### config.mk
export PLATFORM = sky130hd
export DESIGN_NAME = pixel_capture
export DESIGN_NICKNAME = d
export VERILOG_FILES = /design/src/rtl/pixel_capture_pkg.sv /design/src/rtl/capture_fifo.sv /design/src/rtl/pixel_capture.sv
export SDC_FILE = /design/constraint.sdc
export NUM_CORES = 1
export LEC_CHECK = 0
export ABC_AREA = 0
export BUFFER_PORTS_ARGS = -buffer_cell sky130_fd_sc_hd__buf_2
export CAP_MARGIN = 20
export CORE_MARGIN = 4
export CORE_UTILIZATION = 60
export CTS_CLUSTER_SIZE = 25
export DETAILED_ROUTE_END_ITERATION = 6
export PLACE_DENSITY = 0.87
export SLEW_MARGIN = 20
export SYNTH_ARGS = -nofsm -noshare
export SYNTH_HDL_FRONTEND = slang
export SYNTH_SLANG_ARGS = --single-unit
### constraint.sdc
create_clock -name CLK -period 3.8 [get_ports CLK]
set_input_delay 0.57 -clock CLK [delete_from_list [all_inputs] [get_ports CLK]]
set_output_delay 0.57 -clock CLK [all_outputs]
set_load 0.05 [all_outputs]
### src/rtl/pixel_capture_pkg.sv
// Shared types and constants for the pixel_capture block.
// Included by the top and the FIFO; no logic lives here.
package pixel_capture_pkg;

    localparam int PIX_W  = 8;
    localparam int WORD_W = 16;

    typedef enum logic [1:0] {
        IDLE    = 2'd0,
        ARMED   = 2'd1,
        CAPTURE = 2'd2
    } state_e;

endpackage

### src/rtl/capture_fifo.sv
// Synchronous first-word-fall-through FIFO. Pushes while full are dropped;
// the full test looks at occupancy before any same-cycle pop.
module capture_fifo #(
    parameter int DEPTH = 16,
    parameter int WIDTH = 16
) (
    input  logic                     clk,
    input  logic                     rst,
    input  logic                     wr_en,
    input  logic [WIDTH-1:0]         wr_data,
    input  logic                     rd_en,
    output logic [WIDTH-1:0]         rd_data,
    output logic                     empty,
    output logic                     full,
    output logic [$clog2(DEPTH):0]   level
);

    localparam int AW = $clog2(DEPTH);
    localparam int LW = AW + 1;

    logic [WIDTH-1:0] mem_q [DEPTH];
    logic [AW-1:0]    wr_ptr_q, wr_ptr_d;
    logic [AW-1:0]    rd_ptr_q, rd_ptr_d;
    logic [LW-1:0]    count_q, count_d;
    logic             wr_ok;
    logic             rd_ok;

    assign empty = (count_q == '0);
    assign full  = (count_q == LW'(DEPTH));
    assign level = count_q;
    assign wr_ok = wr_en && !full;
    assign rd_ok = rd_en && !empty;

    // Head word is gated so the port reads zero whenever nothing is held.
    assign rd_data = empty ? '0 : mem_q[rd_ptr_q];

    always_comb begin
        wr_ptr_d = wr_ptr_q + AW'(wr_ok);
        rd_ptr_d = rd_ptr_q + AW'(rd_ok);
        count_d  = count_q + LW'(wr_ok) - LW'(rd_ok);
    end

    always_ff @(posedge clk) begin
        if (wr_ok) begin
            mem_q[wr_ptr_q] <= wr_data;
        end
    end

    always_ff @(posedge clk) begin
        if (rst) begin
            wr_ptr_q <= '0;
            rd_ptr_q <= '0;
            count_q  <= '0;
        end else begin
            wr_ptr_q <= wr_ptr_d;
            rd_ptr_q <= rd_ptr_d;
            count_q  <= count_d;
        end
    end

endmodule

### src/rtl/pixel_capture.sv
// Camera capture stage: frame FSM, edge detect, byte packer and FIFO.
// Define PIXEL_CAPTURE_STATS_EN to build the line/word statistics counters.
module pixel_capture
    import pixel_capture_pkg::*;
#(
    parameter int DEPTH = 16,
    parameter int CNT_W = 16
) (
    input  logic                    CLK,
    input  logic                    RESET,
    input  logic                    ARM,
    output logic                    BUSY,
    output logic                    DONE,
    output logic                    OVERFLOW,
    input  logic                    CAM_VSYNC,
    input  logic                    CAM_HREF,
    input  logic                    CAM_PIX_VALID,
    input  logic [PIX_W-1:0]        CAM_DATA,
    input  logic                    RD_EN,
    output logic [WORD_W-1:0]       RD_DATA,
    output logic                    RD_EMPTY,
    output logic [$clog2(DEPTH):0]  LEVEL,
    output logic [CNT_W-1:0]        LINE_COUNT,
    output logic [CNT_W-1:0]        WORD_COUNT,
    output logic [1:0]              DBG_STATE
);

    state_e             state_q, state_d;
    logic               cam_vsync_q, cam_href_q, cam_valid_q;
    logic [PIX_W-1:0]   cam_data_q;
    logic               vsync_prev_q, href_prev_q;
    logic               pending_q, pending_d;
    logic [PIX_W-1:0]   hi_q, hi_d;
    logic               overflow_q, overflow_d;
    logic               done_q, done_d;
    logic               push;
    logic [WORD_W-1:0]  push_word;
    logic               fifo_full;
    logic               clear_cnt, line_inc, stats_latch;
    logic               vsync_fall, vsync_rise, href_fall, byte_ok;

    assign vsync_fall = vsync_prev_q && !cam_vsync_q;
    assign vsync_rise = !vsync_prev_q && cam_vsync_q;
    assign href_fall  = href_prev_q && !cam_href_q;
    assign byte_ok    = (state_q == CAPTURE) && cam_href_q && cam_valid_q;

    assign BUSY      = (state_q != IDLE);
    assign DONE      = done_q;
    assign OVERFLOW  = overflow_q;
    assign DBG_STATE = state_q;

    always_comb begin
        state_d     = state_q;
        pending_d   = pending_q;
        hi_d        = hi_q;
        overflow_d  = overflow_q;
        done_d      = 1'b0;
        push        = 1'b0;
        push_word   = '0;
        clear_cnt   = 1'b0;
        line_inc    = 1'b0;
        stats_latch = 1'b0;
        case (state_q)
            IDLE: begin
                if (ARM) begin
                    state_d    = ARMED;
                    overflow_d = 1'b0;
                    pending_d  = 1'b0;
                    clear_cnt  = 1'b1;
                end
            end
            ARMED: begin
                if (vsync_fall) state_d = CAPTURE;
            end
            CAPTURE: begin
                if (byte_ok) begin
                    if (!pending_q) begin
                        hi_d      = cam_data_q;
                        pending_d = 1'b1;
                    end else begin
                        push      = 1'b1;
                        push_word = {hi_q, cam_data_q};
                        pending_d = 1'b0;
                    end
                end
                // A line ending on an odd byte flushes it padded with zero.
                if (href_fall) begin
                    line_inc  = 1'b1;
                    pending_d = 1'b0;
                    if (pending_q) begin
                        push      = 1'b1;
                        push_word = {hi_q, PIX_W'(0)};
                    end
                end
                if (vsync_rise) begin
                    state_d     = IDLE;
                    done_d      = 1'b1;
                    stats_latch = 1'b1;
                    pending_d   = 1'b0;
                    if (pending_q && cam_href_q && !byte_ok) begin
                        push      = 1'b1;
                        push_word = {hi_q, PIX_W'(0)};
                    end
                end
            end
            default: state_d = IDLE;
        endcase
        if (push && fifo_full) overflow_d = 1'b1;
    end

    always_ff @(posedge CLK) begin
        if (RESET) begin
            state_q      <= IDLE;
            cam_vsync_q  <= 1'b0;
            cam_href_q   <= 1'b0;
            cam_valid_q  <= 1'b0;
            cam_data_q   <= '0;
            vsync_prev_q <= 1'b0;
            href_prev_q  <= 1'b0;
            pending_q    <= 1'b0;
            hi_q         <= '0;
            overflow_q   <= 1'b0;
            done_q       <= 1'b0;
        end else begin
            state_q      <= state_d;
            cam_vsync_q  <= CAM_VSYNC;
            cam_href_q   <= CAM_HREF;
            cam_valid_q  <= CAM_PIX_VALID;
            cam_data_q   <= CAM_DATA;
            vsync_prev_q <= cam_vsync_q;
            href_prev_q  <= cam_href_q;
            pending_q    <= pending_d;
            hi_q         <= hi_d;
            overflow_q   <= overflow_d;
            done_q       <= done_d;
        end
    end

`ifdef PIXEL_CAPTURE_STATS_EN
    logic [CNT_W-1:0] line_cnt_q, line_cnt_d;
    logic [CNT_W-1:0] word_cnt_q, word_cnt_d;
    logic [CNT_W-1:0] line_count_q, line_count_d;
    logic [CNT_W-1:0] word_count_q, word_count_d;

    always_comb begin
        line_cnt_d   = line_cnt_q;
        word_cnt_d   = word_cnt_q;
        line_count_d = line_count_q;
        word_count_d = word_count_q;
        if (clear_cnt) begin
            line_cnt_d = '0;
            word_cnt_d = '0;
        end else begin
            if (line_inc)            line_cnt_d = line_cnt_q + CNT_W'(1);
            if (push && !fifo_full)  word_cnt_d = word_cnt_q + CNT_W'(1);
        end
        // Latch includes any increment from the frame-ending cycle itself.
        if (stats_latch) begin
            line_count_d = line_cnt_d;
            word_count_d = word_cnt_d;
        end
    end

    always_ff @(posedge CLK) begin
        if (RESET) begin
            line_cnt_q   <= '0;
            word_cnt_q   <= '0;
            line_count_q <= '0;
            word_count_q <= '0;
        end else begin
            line_cnt_q   <= line_cnt_d;
            word_cnt_q   <= word_cnt_d;
            line_count_q <= line_count_d;
            word_count_q <= word_count_d;
        end
    end

    assign LINE_COUNT = line_count_q;
    assign WORD_COUNT = word_count_q;
`else
    logic unused_stats;
    assign unused_stats = ^{clear_cnt, line_inc, stats_latch};
    assign LINE_COUNT   = '0;
    assign WORD_COUNT   = '0;
`endif

    capture_fifo #(
        .DEPTH (DEPTH),
        .WIDTH (WORD_W)
    ) u_fifo (
        .clk     (CLK),
        .rst     (RESET),
        .wr_en   (push),
        .wr_data (push_word),
        .rd_en   (RD_EN),
        .rd_data (RD_DATA),
        .empty   (RD_EMPTY),
        .full    (fifo_full),
        .level   (LEVEL)
    );

endmodule

==> metrics, run 1 <==
slew margin rel.=about a third; wire per inst=roughly 26 um; post-route setup TNS=0 ns; cts repair resizes=0; Synth Instances=633; Vias per Instance=6.14; delay-heaviest family, CP=simple AND/OR/NAND/NOR gates; Final Slew Violations=0; outcome=finished clean; CP required=approximately 3.2 ns; CP startpoint kind=flip-flop; P&R area growth vs syn=12.1%; Max Clk Rate=~290 MHz; Clk Latency, worst-skew pair=0.53 ns; Reg clk slew, reported paths=0.06 ns; drt drc=0; Crit Path Class=reg2out; crit path to=RD_DATA[15]; Final setup viols=0; Avg Cell Area, Syn=approximately 19 um2; Die H=between 100 and 150 um; global-route wire length before repair=38700 um; CTS buffer count=28; GP Congestion=a little over 0.8; asr flop ratio synth=0%; initial antenna violation count=0; # rows=51; reg2reg start=u_fifo.level[2]$_SDFF_PP0_; DR vias=between 6000 and 7000; CTS tree=done; post-layout min period=3.51 ns; Max-Cap Viols=0; WP depth=6; Final Hold Fails=0; Boundary Pins=74; total grt overflow=0; final WL=25400 um; total power=~7700 uW; DR iter-0 viols=~760; largest net degree at the start of global routing=40; port bufs=a little over 40; nets=roughly 740; crit share post-route=a little over 90%; Leak Pwr=0.00500 uW; r2r setup slk=between 0.7 and 0.8 ns; Metal-1 WL=9420 um; wire length on met2=13100 um; Critical Path Start=u_fifo.level[3]$_SDFF_PP0_; hold crit path type=in2reg; clk buf depth=3; worst slew pin tran=0.983 ns; CP bufs+invs=2; CP max FO=16; worst reg2reg endpoint=u_fifo.mem_q[3][8]$_DFFE_PP_; Primary FF master, synth=edfxtp_1; worst r2r path cells=7; H-tree levels=1; highest metal used=met4; clock tree sinks=295; Post-CTS Setup Inserts=0; synthesized area=around 0.012 mm2; routed length on met3=between 2000 and 2500 um; CTS Hold Buffers Added=0; First-pass DRT Iterations=4; fraction of layout cells with a size suffix above 1=between 20% and 30%; CP Data Arrival Time=2.94 ns; Synth warnings=0; Final Skew=0.00955 ns; post-synth cell types=44; initial core utilization=60.9%; CP Capture Type=output pin; post-synthesis register bit count=295; Final ANT Viol Nets=0; RSZ-0062 raised after global routing=no; GRT Util Overall=a little under a quarter; Peak supply drop=between 0.6 and 0.7 mV; Slowest-stage cell, CP=or3b_1; die span in x=approximately 150 um; core area=0.0195 mm2; number of synthesized flops with an enable pin=256; Power Dens Cells=about 580 mW/mm2; number of global-route vias before repair=about 6300; die area=approximately 0.022 mm2; CTS root buffer=clkbuf_16; Critical Path Max Stage Delay=between 0.8 and 0.9 ns; crit-path cells=inv_1 -> ha_1 -> nor4b_4 -> or3b_1 -> o221ai_1 -> buf_2; Final HPWL DP=15900 um; sequential-to-total area share from yosys stat=between 70% and 80%; diodes inserted=0
report_power, final:
part / total [uW] / leakage [uW] / switching (uW) / internal, uW
clock: 2680 / 0.000442 / 1140 / 1540
sequential: 3640 / 0.00300 / 126 / 3510
combinational: 1360 / 0.00156 / 776 / 584
state kept, by name, summed over array words and instances (netlist names), 2 cells and up:
name	count
hi_q	8
u_fifo.level	5
DBG_STATE	2
cam_data_q	8
u_fifo.mem_q	256
u_fifo.wr_ptr_q	4
u_fifo.rd_ptr_q	4
cells by family (layout without fill, tap and decap cells):
kind of cell	count (synthesis)	in the layout	synth area share (%)
buf+inv	102	169	4.88
simple gates	102	102	5.23
flops	295	295	71.4
other cells	1	32	0.0316
mux	72	72	12.8
xor+xnor	6	6	0.443
compound gates	44	44	3.95
fa+ha+maj	11	11	1.22
through the flow:
stage | hold WS (ns) | util (%) | instance area, um2 | worst slack [ns] | cells
floorplan | 0.452 | - | 12000 | 0.504 | 664
finish | 0.252 | 68.3 | 13300 | 0.292 | 996
global route | 0.251 | 68.3 | 13300 | 0.188 | 996
detailed placement | 0.481 | 63.7 | 12400 | 0.878 | 945
global placement | 0.465 | 63.7 | 12400 | 1.01 | 945
CTS | 0.236 | 68.3 | 13300 | 0.301 | 996
synthesized netlist by cell type, types with 4 or more instances:
master	number	area share, %
nand3b_1	5	0.32
dfxtp_1	39	6.6
buf_6	4	0.38
buf_4	43	2.7
nand2b_1	4	0.21
ha_1	10	1.1
inv_1	43	1.4
o221ai_2	9	1.1
edfxtp_1	256	65
nor2_1	32	1.0
a22oi_2	10	1.1
mux2i_1	8	0.68
mux4_2	64	12
nor3_1	6	0.25
clkbuf_1	7	0.22
buf_2	4	0.17
o221ai_1	7	0.52
a22oi_1	8	0.51
nor2b_1	21	1.1
and2_1	16	0.84
nand3_1	4	0.17
final cells by class:
cell class | instances | area (um2)
inverters | 43 | 161
clock buffers | 38 | 801
flip-flops and latches | 295 | 8470
well taps | 265 | 332
multi-input cells | 267 | 2950
fillers | 1172 | 6170
repair buffers | 75 | 485
clock inverters | 13 | 92.6
layout by cell type, fill, tap and decap left out, types with 3 or more instances in the layout:
| cell | instances |
|---|---|
| nand2b_1 | 4 |
| xnor2_1 | 3 |
| ha_1 | 10 |
| nor3_2 | 5 |
| o221ai_2 | 9 |
| clkinv_2 | 7 |
| mux2i_1 | 8 |
| o221ai_1 | 7 |
| nand2_1 | 3 |
| conb_1 | 32 |
| clkinv_1 | 3 |
| and2_1 | 16 |
| nand3_1 | 4 |
| dfxtp_1 | 37 |
| nor2_1 | 32 |
| clkbuf_16 | 30 |
| xor2_1 | 3 |
| nand3b_1 | 5 |
| buf_2 | 41 |
| edfxtp_1 | 256 |
| a22oi_1 | 8 |
| nor2b_1 | 21 |
| buf_4 | 32 |
| a22oi_2 | 10 |
| inv_1 | 43 |
| mux4_2 | 64 |
| clkbuf_1 | 6 |
worst min path at each step:
stage / from / endpoint / slack [ns] / depth (start not counted)
finish: CAM_DATA[5] / cam_data_q[5]$_SDFF_PP0_ / 0.25 / 2
global route: CAM_DATA[3] / cam_data_q[3]$_SDFF_PP0_ / 0.25 / 2
CTS: CAM_HREF / cam_href_q$_SDFF_PP0_ / 0.24 / 2
detailed placement: hi_q[5]$_SDFFE_PP0P_ / hi_q[5]$_SDFFE_PP0P_ / 0.48 / 2
global placement: hi_q[1]$_SDFFE_PP0P_ / hi_q[1]$_SDFFE_PP0P_ / 0.46 / 2
floorplan: hi_q[0]$_SDFFE_PP0P_ / hi_q[0]$_SDFFE_PP0P_ / 0.45 / 2
layer usage:
layer / up-vias / global-route usage [%]
met1: 3119 / 32.8
met2: 383 / 38.9
met3: 65 / 3.87
met4: 0 / 6.19
met5: - / 0
li1: 2552 / -
Power figures use the tool's default switching activity.
==> inputs of run 2 (changes only) <==
--- a/config.mk
+++ b/config.mk
@@ -5,7 +5,7 @@
 export SDC_FILE = /design/constraint.sdc
 export NUM_CORES = 1
 export LEC_CHECK = 0
-export ABC_AREA = 0
+export ABC_AREA = 1
 export BUFFER_PORTS_ARGS = -buffer_cell sky130_fd_sc_hd__buf_2
 export CAP_MARGIN = 20
 export CORE_MARGIN = 4
==> metrics, run 2 <==
most frequent cells in the layout=nand2_1, edfxtp_1, nand3_1, inv_1, nor2_1; post-layout min period=3.72 ns; wire length on met2=between 10000 and 15000 um; Avg Cell Area, Syn=between 10 and 15 um2; Peak supply drop=0.588 mV; largest net degree at the start of global routing=67; diodes inserted=0; Boundary Pins=74; P_int=approximately 5700 uW; crit share post-route=about 98%; fraction of layout cells with a size suffix above 1=about an eighth; cts repair resizes=0; nets=approximately 1200; highest metal used=met5; number of global-route vias before repair=just over 8000; CP Data Arrival Time=3.15 ns; # fillers=around 1400; Synth top cells by count=nand2_1, edfxtp_1, nand3_1; sequential-to-total area share from yosys stat=between 60% and 70%; worst slew pin tran=between 1 and 1.5 ns; Clk Latency, worst-skew pair=0.54 ns; CTS buffer count=29; worst reg2reg endpoint=u_fifo.level[4]$_SDFF_PP0_; part of the power in registers=between 30% and 40%; Leak Pwr=0.00522 uW; max reg flops=256; post-synth cell types=29; Final Slew Violations=0; die area=0.0229 mm2; # rows=52; commonest non-fill, non-tap cell in the layout=nand2_1; CP startpoint kind=flip-flop; CTS tree=done; final WL=roughly 29000 um; Post-CTS Setup Inserts=0; Critical Path Max Stage Delay=a little under 1 ns; crit-path cells=clkinv_1 -> nand2_1 -> a21oi_1 -> buf_2; total grt overflow=0; clk buf depth=3; slew margin rel.=a little over a quarter; hold path depth=3; Max-Cap Viols=0; Final Hold Fails=0; cell with the most instances after synthesis=nand2_1; initial core utilization=61.0%; Final HPWL DP=between 15000 and 20000 um; die span in x=around 150 um; Synth area leaders=edfxtp_1, nand2_1, nand3_1; Reg clk slew, reported paths=roughly 0.06 ns; Synth warnings=0; H-tree levels=1; GRT Util Overall=about 25%; routed length on met3=roughly 3500 um; First-pass DRT Iterations=7; Final ANT Viol Nets=0; total power=around 9000 uW; Psw=3350 uW; reg2reg start=u_fifo.level[2]$_SDFF_PP0_; Vias per Instance=just under 6; most flop-heavy register=u_fifo.mem_q; Slowest-stage cell, CP=dfxtp_1; CP max FO=18; CTS root buffer=clkbuf_16; DR iter-0 viols=approximately 1000; Worst Hold End=cam_data_q[4]$_SDFF_PP0_; switch share=between 30 and 40%; port bufs=41; drt drc=1; Crit Path Class=reg2out; Final setup viols=0; minimum hold slack=approximately 0.23 ns; initial antenna violation count=1; share of the synthesized area in the top cell type=between 60% and 70%; Die H=around 150 um; Metal-1 WL=10500 um; core area=around 0.020 mm2; worst r2r path cells=13; Largest regs=u_fifo.mem_q x256, cam_data_q x8, hi_q x8; CTS Hold Buffers Added=0; synthesized area=between 0.01 and 0.015 mm2; hold crit path type=in2reg; P&R area growth vs syn=10.5%; wire per inst=just under 20 um; Hold Startpoint=CAM_DATA[4]; Max Clk Rate=about 270 MHz; post-route setup TNS=0 ns; largest area contributor in the netlist=edfxtp_1; post-synthesis register bit count=295; asr flop ratio synth=0%; global-route wire length before repair=roughly 43000 um; r2r setup slk=1.23 ns; outcome=complete, but fails checks; CP required=between 3 and 4 ns; failing checks=DRC; number of synthesized flops with an enable pin=~260; Comb pwr share=between 30% and 40%; clock tree sinks=slightly below 300; GP Congestion=around 0.83; Final Skew=between 0.008 and 0.009 ns; Primary FF master, synth=edfxtp_1; DR vias=about 8500; Power Dens Cells=around 660 mW/mm2; RSZ-0062 raised after global routing=no; Synth Instances=about 1100; CP Capture Type=output pin; clock share of power=29.1%
==> run 2: cell types whose count changed in the layout (fill, tap and decap cells not counted), moves of 9 or more <==
cell      delta
a21oi_1     +32
a22oi_2     -10
and2_1      -16
mux4_2      -64
nand2_1    +337
nand3_1    +196
nor2_1      +16
nor2_2      +16
nor2b_1     -21
o21ai_0     +14
o221ai_2     -9
==> run 2: cells by family after synthesis <==
family                   after synthesis  share of synthesized area (%)
AO/OA/AOI/OAI                         51                           2.12
flip-flops                           295                           68.9
other                                  1                         0.0305
AND/OR/NAND/NOR                      617                           21.8
buffers and inverters                142                           5.76
adder cells (fa/ha/maj)               11                           1.18
XOR/XNOR                               3                          0.214
==> run 2: layout make-up <==
type	count	area [um2]	share of cell area, %
Inverter	52	196	1.45
Timing Repair Buffer	68	433	3.19
Clock inverter	10	51.3	0.377
Multi-Input combinational cell	714	3280	24.1
Clock buffer	44	822	6.05
Tap cell	270	338	2.49
Sequential cell	295	8470	62.3
==> run 2: worst max-delay path: cells and delay by family (launching register included) <==
| family | cells | cell delay, ns |
|---|---|---|
| buffers and inverters | 2 | 1.14 |
| DFF | 1 | 0.99 |
| AOI/OAI and AO/OA | 1 | 0.14 |
| and+or+nand+nor | 1 | 0.34 |
==> run 2: routing by layer <==
metal	GRT usage [%]	vias up
li1	-	3834
met1	32.6	3978
met2	42.3	568
met3	4.91	92
met5	0	-
met4	8.88	2
==> run 2: power groups by stage <==
stage	Clock (uW)	Combinational (uW)	Sequential, uW
after CTS	2640	2750	3590
after floorplan	0	2050	3700
after global placement	0	2650	3660
final	2620	2790	3600
after detailed placement	0	2720	3660
after global routing	2780	3010	3600
==> run 2: worst max-delay path by stage <==
| stage | start | to | cells after the start |
|---|---|---|---|
| floorplan | u_fifo.level[2]$_SDFF_PP0_ | RD_DATA[10] | 6 |
| global placement | u_fifo.rd_ptr_q[3]$_SDFF_PP0_ | RD_DATA[0] | 4 |
| detailed placement | u_fifo.rd_ptr_q[3]$_SDFF_PP0_ | RD_DATA[5] | 4 |
| CTS | u_fifo.rd_ptr_q[3]$_SDFF_PP0_ | RD_DATA[0] | 4 |
| global route | u_fifo.rd_ptr_q[3]$_SDFF_PP0_ | RD_DATA[5] | 4 |
| finish | u_fifo.rd_ptr_q[3]$_SDFF_PP0_ | RD_DATA[8] | 4 |
==> run 2: through the flow <==
| step | std cells | setup WS [ns] | utilization [%] | cell area [um2] |
|---|---|---|---|---|
| 3_5_place_dp | 1399 | 0.741 | 63.0 | 12700 |
| 4_1_cts | 1453 | 0.153 | 67.4 | 13600 |
| 6_report | 1453 | 0.0793 | 67.4 | 13600 |
| 2_1_floorplan | 1151 | 0.954 | - | 12400 |
| 3_3_place_gp | 1399 | 0.703 | 63.0 | 12700 |
| 5_1_grt | 1453 | 0.0491 | 67.4 | 13600 |
==> inputs of run 3 (changes only) <==
--- a/config.mk
+++ b/config.mk
@@ -6,13 +6,14 @@
 export NUM_CORES = 1
 export LEC_CHECK = 0
 export ABC_AREA = 1
+export ABC_CLOCK_PERIOD_IN_PS = 3800
 export BUFFER_PORTS_ARGS = -buffer_cell sky130_fd_sc_hd__buf_2
 export CAP_MARGIN = 20
 export CORE_MARGIN = 4
 export CORE_UTILIZATION = 60
 export CTS_CLUSTER_SIZE = 25
 export DETAILED_ROUTE_END_ITERATION = 6
-export PLACE_DENSITY = 0.87
+export PLACE_DENSITY = 0.85
 export SLEW_MARGIN = 20
 export SYNTH_ARGS = -nofsm -noshare
 export SYNTH_HDL_FRONTEND = slang
==> metrics, run 3 (synthesized netlist as in run 2, its figures left out) <==
outcome=finished clean; Largest regs=u_fifo.mem_q x256, cam_data_q x8, hi_q x8; port bufs=between 40 and 50; Die H=roughly 150 um; Non-Filler Instances=around 1500; drt drc=0; Final WS setup=0.425 ns; core area=0.0202 mm2; Peak supply drop=between 0.4 and 0.5 mV; max reg flops=approximately 260; final core utilization=about two thirds; Critical Path Start=u_fifo.rd_ptr_q[0]$_SDFF_PP0_; clock tree sinks=a little under 300; cts repair resizes=0; number of global-route vias before repair=about 8000; Final Hold Fails=0; slew margin rel.=approximately a fifth; Max-Cap Viols=0; Vias per Instance=approximately 5.8; Post-CTS Setup Inserts=0; CP startpoint kind=flip-flop; CP required=approximately 3.2 ns; Max Clk Rate=slightly below 300 MHz; CTS tree=done; fraction of layout cells with a size suffix above 1=about an eighth; Clk Latency, worst-skew pair=about 0.54 ns; H-tree levels=1; P&R area growth vs syn=10.8%; DR iter-0 viols=approximately 1000; Final ANT Viol Nets=0; Final Slew Violations=0; Final HPWL DP=around 17000 um; post-layout min period=3.37 ns; setup slack after placement=around 1.1 ns; reg2reg start=u_fifo.level[2]$_SDFF_PP0_; die span in x=between 150 and 200 um; # fillers=around 1400; CTS buffer count=28; hold crit path type=in2reg; CP Capture Type=output pin; RSZ-0062 raised after global routing=no; Leak Pwr=between 0.005 and 0.006 uW; wire per inst=between 15 and 20 um; crit share post-route=between 80 and 90%; worst slew pin tran=1.21 ns; r2r setup slk=1.15 ns; First-pass DRT Iterations=5; Final Skew=between 0.01 and 0.015 ns; CTS Hold Buffers Added=0; diodes inserted=0; most flop-heavy register=u_fifo.mem_q; largest net degree at the start of global routing=130; initial antenna violation count=0; GP Congestion=roughly 0.8; worst r2r path cells=13; die area=about 0.023 mm2; GRT Util Overall=about a quarter; # rows=between 50 and 60; multi-input logic area=between 0.003 and 0.004 mm2; DR vias=roughly 8500; post-route setup TNS=0 ns; crit path to=RD_DATA[14]; Final setup viols=0; final WL=about 29000 um; clk buf depth=3; Crit Path Class=reg2out; Reg clk slew, reported paths=around 0.060 ns; total grt overflow=0; nets=1188; Boundary Pins=74; commonest non-fill, non-tap cell in the layout=nand2_1; CP max FO=79; initial core utilization=roughly three fifths; CTS root buffer=clkbuf_16; Placed Instances=between 1000 and 1500; most frequent cells in the layout=nand2_1, edfxtp_1, nand3_1, nor2_1, inv_1; global-route wire length before repair=around 44000 um; Power Dens Cells=670 mW/mm2; CP Data Arrival Time=around 2.8 ns; worst reg2reg endpoint=u_fifo.level[4]$_SDFF_PP0_; FF/Latch Area=roughly 0.0085 mm2
[run 3: cell count changes in the layout (fill, tap and decap cells not counted)]
cell	before	now
clkbuf_1	11	3
nor2_1	48	53
nor2_2	16	11
clkbuf_8	4	0
clkinv_2	5	9
buf_4	25	28
bufinv_16	0	3
clkinvlp_2	0	1
inv_6	1	0
[run 3: report_power, final]
| part | switching (uW) | internal, uW | total [uW] |
|---|---|---|---|
| logic | 2190 | 657 | 2850 |
| registers | 45.6 | 3510 | 3560 |
| clock network | 1140 | 1580 | 2720 |
[run 3: worst min path at each step]
stage / startpoint / endpoint / slack (ns) / cells after the start
3_5_place_dp: hi_q[4]$_SDFFE_PP0P_ / hi_q[4]$_SDFFE_PP0P_ / 0.45 / 2
3_3_place_gp: hi_q[5]$_SDFFE_PP0P_ / hi_q[5]$_SDFFE_PP0P_ / 0.44 / 2
5_1_grt: CAM_PIX_VALID / cam_valid_q$_SDFF_PP0_ / 0.23 / 3
6_report: CAM_HREF / cam_href_q$_SDFF_PP0_ / 0.24 / 3
2_1_floorplan: vsync_prev_q$_SDFF_PP0_ / DONE$_SDFF_PP0_ / 0.42 / 1
4_1_cts: CAM_PIX_VALID / cam_valid_q$_SDFF_PP0_ / 0.22 / 3
[run 3: worst max-delay path: stages (launching register included)]
cell and delay (ns):
dfxtp_4 0.36, clkinv_2 0.32, buf_12 0.36, nand2_1 0.11, nand3_1 0.11, nand3_1 0.09, nand2_1 0.12, nand2_1 0.07
a21oi_1 0.34, buf_2 0.34
[run 3: metrics by stage]
step | area [um2] | hold WS [ns] | total power, uW
floorplan | 12400 | 0.425 | 5740
global placement | 12700 | 0.443 | 6330
detailed placement | 12700 | 0.448 | 6420
CTS | 13600 | 0.223 | 9110
global route | 13600 | 0.233 | 9520
finish | 13600 | 0.238 | 9130
[run 3: cell type report]
type                    instances  share of cell area [%]
clock buffers                  32                    5.41
clock inverters                17                    1.16
inverters                      52                    1.44
multi-input cells             714                    24.0
flip-flops and latches        295                    62.2
well taps                     270                    2.48
repair buffers                 71                    3.34
[run 3: metal layers]
layer	vias to the layer above	wire length (um)	GRT usage (%)
met4	0	1040	10.0
met1	3922	10400	33.7
met2	621	13700	41.5
met3	92	3810	5.48
li1	3830	-	-
met5	-	0	0
